[src/rtl/mtl_avalon_cfg_master.sv]
// Avalon-MM configuration master for the MTL display controller register slave.
// Executes one write / read / poll-until-match command at a time and returns one response.
// Optional poll timeout: define MTL_CFG_POLL_TIMEOUT_EN to give up after MAX_POLLS failed reads.
module mtl_avalon_cfg_master #(
   parameter int READ_LATENCY = 1,
   parameter int POLL_GAP     = 16,
   parameter int MAX_POLLS    = 1024
) (
   input  logic        iCLK,
   input  logic        iRST_n,
   input  logic        iCMD_VALID,
   output logic        oCMD_READY,
   input  logic [1:0]  iCMD_OP,
   input  logic [7:0]  iCMD_ADDR,
   input  logic [31:0] iCMD_DATA,
   input  logic [31:0] iCMD_MASK,
   output logic        oRSP_VALID,
   output logic [31:0] oRSP_DATA,
   output logic        oRSP_ERR,
   output logic        oBUSY,
   output logic [7:0]  oAvalon_address,
   output logic        oAvalon_read,
   output logic        oAvalon_write,
   output logic [31:0] oAvalon_writedata,
   input  logic [31:0] iAvalon_readdata,
   input  logic        iAvalon_waitrequest
);

   typedef enum logic [2:0] {
      S_IDLE, S_WR, S_RD, S_RD_WAIT, S_GAP, S_RSP
   } state_t;

   localparam logic [1:0] OP_WR   = 2'b00;
   localparam logic [1:0] OP_RD   = 2'b01;
   localparam logic [1:0] OP_POLL = 2'b10;

   // Elaboration-time guard on the legal parameter ranges.
   if (READ_LATENCY < 1 || READ_LATENCY > 7) begin : g_bad_read_latency
      $error("READ_LATENCY must be 1..7");
   end
   if (POLL_GAP < 1 || POLL_GAP > 65535) begin : g_bad_poll_gap
      $error("POLL_GAP must be 1..65535");
   end
   if (MAX_POLLS < 1) begin : g_bad_max_polls
      $error("MAX_POLLS must be at least 1");
   end

   state_t      state_q, state_d;
   logic [1:0]  op_q;
   logic [7:0]  addr_q;
   logic [31:0] data_q, mask_q;
   logic [2:0]  lat_q, lat_d;
   logic [15:0] gap_q, gap_d;
   logic [31:0] rsp_data_q, rsp_data_d;
   logic        rsp_err_q, rsp_err_d;
   logic        accept;
   logic        match;

`ifdef MTL_CFG_POLL_TIMEOUT_EN
   localparam int ATT_W = $clog2(MAX_POLLS + 1);
   logic [ATT_W-1:0] att_q, att_d;
`endif

   assign accept = iCMD_VALID && (state_q == S_IDLE);
   assign match  = ((iAvalon_readdata ^ data_q) & mask_q) == 32'd0;

   // Command fields are captured once at acceptance and stay stable for the whole command.
   always_ff @(posedge iCLK or negedge iRST_n) begin
      if (!iRST_n) begin
         op_q   <= 2'b00;
         addr_q <= 8'd0;
         data_q <= 32'd0;
         mask_q <= 32'd0;
      end else if (accept) begin
         op_q   <= iCMD_OP;
         addr_q <= iCMD_ADDR;
         data_q <= iCMD_DATA;
         mask_q <= iCMD_MASK;
      end
   end

   // State, counters and the held response registers.
   always_ff @(posedge iCLK or negedge iRST_n) begin
      if (!iRST_n) begin
         state_q    <= S_IDLE;
         lat_q      <= 3'd0;
         gap_q      <= 16'd0;
         rsp_data_q <= 32'd0;
         rsp_err_q  <= 1'b0;
`ifdef MTL_CFG_POLL_TIMEOUT_EN
         att_q      <= '0;
`endif
      end else begin
         state_q    <= state_d;
         lat_q      <= lat_d;
         gap_q      <= gap_d;
         rsp_data_q <= rsp_data_d;
         rsp_err_q  <= rsp_err_d;
`ifdef MTL_CFG_POLL_TIMEOUT_EN
         att_q      <= att_d;
`endif
      end
   end

   // Next-state logic; response registers only change on entry to S_RSP.
   always_comb begin
      state_d    = state_q;
      lat_d      = lat_q;
      gap_d      = gap_q;
      rsp_data_d = rsp_data_q;
      rsp_err_d  = rsp_err_q;
`ifdef MTL_CFG_POLL_TIMEOUT_EN
      att_d      = att_q;
`endif
      case (state_q)
         S_IDLE: begin
            if (accept) begin
               gap_d = 16'd0;
`ifdef MTL_CFG_POLL_TIMEOUT_EN
               att_d = '0;
`endif
               case (iCMD_OP)
                  OP_WR:         state_d = S_WR;
                  OP_RD, OP_POLL: state_d = S_RD;
                  default: begin
                     state_d    = S_RSP;
                     rsp_data_d = 32'd0;
                     rsp_err_d  = 1'b1;
                  end
               endcase
            end
         end
         S_WR: begin
            if (!iAvalon_waitrequest) begin
               state_d    = S_RSP;
               rsp_data_d = 32'd0;
               rsp_err_d  = 1'b0;
            end
         end
         S_RD: begin
            if (!iAvalon_waitrequest) begin
               state_d = S_RD_WAIT;
               lat_d   = 3'(READ_LATENCY);
            end
         end
         S_RD_WAIT: begin
            // Readdata is valid on the READ_LATENCY-th edge after the read was accepted.
            if (lat_q == 3'd1) begin
               if (op_q == OP_POLL && !match) begin
`ifdef MTL_CFG_POLL_TIMEOUT_EN
                  if (att_q == ATT_W'(MAX_POLLS - 1)) begin
                     state_d    = S_RSP;
                     rsp_data_d = iAvalon_readdata;
                     rsp_err_d  = 1'b1;
                  end else begin
                     att_d   = att_q + ATT_W'(1);
                     state_d = S_GAP;
                     gap_d   = 16'(POLL_GAP);
                  end
`else
                  state_d = S_GAP;
                  gap_d   = 16'(POLL_GAP);
`endif
               end else begin
                  state_d    = S_RSP;
                  rsp_data_d = iAvalon_readdata;
                  rsp_err_d  = 1'b0;
               end
            end else begin
               lat_d = lat_q - 3'd1;
            end
         end
         S_GAP: begin
            if (gap_q == 16'd1) state_d = S_RD;
            else                gap_d   = gap_q - 16'd1;
         end
         S_RSP:   state_d = S_IDLE;
         default: state_d = S_IDLE;
      endcase
   end

   assign oCMD_READY        = (state_q == S_IDLE);
   assign oBUSY             = (state_q != S_IDLE);
   assign oRSP_VALID        = (state_q == S_RSP);
   assign oRSP_DATA         = rsp_data_q;
   assign oRSP_ERR          = rsp_err_q;
   assign oAvalon_write     = (state_q == S_WR);
   assign oAvalon_read      = (state_q == S_RD);
   assign oAvalon_address   = addr_q;
   assign oAvalon_writedata = data_q;

endmodule

[config.mk]
export PLATFORM = sky130hd
export DESIGN_NAME = mtl_avalon_cfg_master
export DESIGN_NICKNAME = d
export VERILOG_FILES = /design/src/rtl/mtl_avalon_cfg_master.sv
export SDC_FILE = /design/constraint.sdc
export NUM_CORES = 1
export LEC_CHECK = 0
export BUFFER_PORTS_ARGS = -buffer_cell sky130_fd_sc_hd__buf_2
export CAP_MARGIN = 5
export CORE_UTILIZATION = 46
export DETAILED_ROUTE_END_ITERATION = 10
export PLACE_DENSITY = 0.76
export SLEW_MARGIN = 40
export SYNTH_ARGS = -nofsm -noshare
export SYNTH_HDL_FRONTEND = slang
export SYNTH_SLANG_ARGS = --single-unit
[constraint.sdc]
create_clock -name iCLK -period 2.1 [get_ports iCLK]
set_clock_uncertainty 0.15 [all_clocks]
set_input_delay 0.42 -clock iCLK [delete_from_list [all_inputs] [get_ports iCLK]]
set_output_delay 0.42 -clock iCLK [all_outputs]
set_load 0.01 [all_outputs]
==> impl_metrics.csv <==
group,metric,value,unit
worst_setup_path,crit_path_max_incr_delay,0.39,ns
synthesis,yosysWarnings,0,
synthesis,netlist_area,6010,um2
synthesis,synth_most_common_cell,"dfrtp_1",
pwr,intPower,0.00944,W
global_route,grt.overflow.total,0,
drt,vias,5108,
pwr,sequentialPowerShare,31.3,%
finish,diodes,0,
synthesis,ys_types,54,
drt,drc_errors,0,
finish,fin_nets,875,
cts,cts_inserted_buffers,17,
worst_setup_path,worstSetupPathType,"flop to flop",
sta,relSlewSlack,70.6,%
floorplanning,core_area,12700,um2
synthesis,syn_inst,480,
hold_path,hold_class,"input port to flop",
finish,drive_gt1_share,45.7,%
synthesis,synth_area_per_cell,12.5,um2
floorplanning,rows,41,
placement,port_buffers,187,
status,violations,"negative setup slack",
synthesis,yosysTopAreaCell,"dfrtp_1",
finish,n_fill_cell,886,
sta,rsz0062_at_grt,"yes",
worst_setup_path,crit_family,"simple AND/OR/NAND/NOR gates",
synthesis,synthFlopType,"dfrtp_1",
floorplanning,fp.dieH,116,um
global_route,grt_first_pass_wirelength,26900,um
synthesis,ys_seq_elements,129,
finish,syn2layout_area_growth,43.8,%
run,max_cap_violations,0,
worst_setup_path,crit_arrival,2.48,ns
global_route,track_usage,26.6,%
sta,setup_viol,50,
drt,post_drt_wl_per_cell,18.2,um
pwr,p_sw,0.00543,W
drt,wirelength,17200,um
pwr,clock_power_share,22.8,%
pwr,power.density,1720,nW/um2
status,status,"complete, but fails checks",
worst_setup_path,crit_slowest_cell,"dfrtp_1",
floorplanning,start_util,47.4,%
synthesis,postSynthNetCount,595,
worst_setup_path,cp_num_buf_inv,2,
floorplanning,io_pins,188,
synthesis,ys_seq_area_share,53.7,%
sta,fin_ws,-0.181,ns
floorplanning,dieArea,13500,um2
floorplanning,fp.dieW,116,um
sta,fmax,0.438,GHz
placement,post-dp-hpwl,12400,um
pwr,peakVddDrop,0.000888,V
worst_setup_path,crit_chain,"xor2_1 -> a22oi_1 -> nand4_1 -> nor4_4 -> buf_4 -> o211a_4 -> buf_12 -> a22o_1",
sta,drv_slew,0,
sta,hold_slack,0.0600,ns
finish,post-route-util,68.2,%
pwr,p_comb_share,45.9,%
worst_setup_path,worstSetupStartpointType,"flop",
worst_setup_path,critPathRequiredTime,2.30,ns
global_route,first_global_vias,5290,
placement,dp_slack,-0.374,ns
cts,cts.clk_slew.worst_paths,0.06,ns
pwr,finalPower,0.0149,W
cts,clk_path_buf_depth,2,
sta,hold_viol,0,
drt,dr.pass1.iters,5,
placement,place.gp.congestion,0.906,
synthesis,synth_edf_count,0,
global_route,grt_start_max_net_pins,43,
global_route,antenna_found_initial,1,
synthesis,yosysTopAreaCellShare,53.7,%
cts,cts_tree,"built",
pwr,switching_share,36.5,%
cts,clock_sinks,129,
cts,htreeDepth,4,
cts,root_buffer,"clkbuf_16",
worst_setup_path,end_kind,"flop",
pwr,total_leakage_power,4.24,nW
drt,ant_nets,0,
synthesis,synth_common_cells,"129 x dfrtp_1, 64 x mux2_1, 33 x a22o_1",
sta,min_period,2.28,ns
synthesis,synthTopCellsByArea,"dfrtp_1 54%, mux2_1 12%, a22o_1 4.8%",
synthesis,synthArstFlopShare,100,%
sta,worst_pin_slew,0.441,ns
drt,drt_iter0_drc,296,
sta,setup_tns,-6.21,ns
sta,fin_crit_sh,109,%
cts,insertion_delay,0.42,ns
drt,vias_per_cell,5.41,
worst_setup_path,cp_max_fo,17,
[metrics by stage]
stage / instance area [um2] / instances
3_3_place_gp: 7770 / 903
6_report: 8650 / 945
5_1_grt: 8650 / 945
2_1_floorplan: 6010 / 480
3_5_place_dp: 7770 / 903
4_1_cts: 8590 / 944
[area by class of cell]
cell class | count | area, um2 | share of cell area (%)
Sequential cell | 129 | 3230 | 37.3
Multi-Input combinational cell | 316 | 2670 | 30.8
Clock buffer | 19 | 453 | 5.24
Tap cell | 172 | 215 | 2.49
Timing Repair Buffer | 284 | 1800 | 20.9
Clock inverter | 13 | 233 | 2.69
Inverter | 12 | 47.5 | 0.550
[final timing paths]
check / from / end / slack (ns) / depth (start not counted)
worst max-delay path: oAvalon_writedata[7]$_DFFE_PN0P_ / oRSP_DATA[5]$_DFFE_PN0P_ / -0.18 / 8
worst min-delay path: iCMD_DATA[16] / oAvalon_writedata[16]$_DFFE_PN0P_ / 0.06 / 2
worst max register to register: oAvalon_writedata[7]$_DFFE_PN0P_ / oRSP_DATA[5]$_DFFE_PN0P_ / -0.18 / 8
worst min register to register: mask_q[26]$_DFFE_PN0P_ / mask_q[26]$_DFFE_PN0P_ / 0.34 / 1
max in group asynchronous: iRST_n / oRSP_DATA[14]$_DFFE_PN0P_ / 0.88 / 3
min in group asynchronous: iRST_n / gap_q[1]$_DFFE_PN0P_ / 0.34 / 2
[power groups by stage]
stage / clock network [W] / logic (W) / registers, W
after global placement: 0 / 0.00628 / 0.00458
final: 0.00339 / 0.00683 / 0.00466
after floorplan: 0 / 0.00334 / 0.00483
after CTS: 0.00344 / 0.00668 / 0.00463
after global routing: 0.00353 / 0.00742 / 0.00478
after detailed placement: 0 / 0.00651 / 0.00461
[timing repair]
action / in CTS / in global routing
cloned: 0 / 0
setup endpoints to repair: 53 / 65
setup buffers: 8 / 2
hold buffers: 1 / 0
hold endpoints to repair: 27 / 0
resized for setup: 13 / 14
pin swaps: 17 / 4
[state kept, by name, indices dropped and copies added (netlist names)]
signal,flops
state_q,3
oAvalon_writedata,32
lat_q,3
oRSP_ERR,1
oAvalon_address,8
mask_q,32
oRSP_DATA,32
op_q,2
gap_q,16
[cell families after synthesis]
family,after synthesis,share of synthesized area (%)
flops,129,53.7
mux,76,14.2
fa+ha+maj,5,1.04
buf+inv,35,3.54
simple gates,87,8.43
compound gates,116,14.4
xor+xnor,32,4.66
[routing by layer]
metal | vias to the layer above | wire, um | global-route usage [%] | part of all wire [%]
met5 | - | 0 | 0 | 0
met4 | 0 | 474 | 11.8 | 2.8
met3 | 43 | 1240 | 8.30 | 7.2
met2 | 203 | 8520 | 42.7 | 50
met1 | 2517 | 6920 | 33.0 | 40
li1 | 2345 | - | - | -
[cells in the final DEF, fill, tap and decap left out, types with 9 or more instances in the layout]
master	synthesis	layout
clkbuf_16	0	17
dfrtp_1	129	129
buf_12	0	9
a22o_1	33	33
nor2_1	16	16
o21ai_1	10	9
inv_1	11	9
buf_4	0	84
a22oi_1	16	15
nand2_1	14	14
mux2_1	64	64
buf_2	11	185
nand3_1	14	14
xor2_1	32	32
a21oi_1	11	11
mux2_2	10	10
o211ai_1	9	9
(Power assumes the default switching activity.)
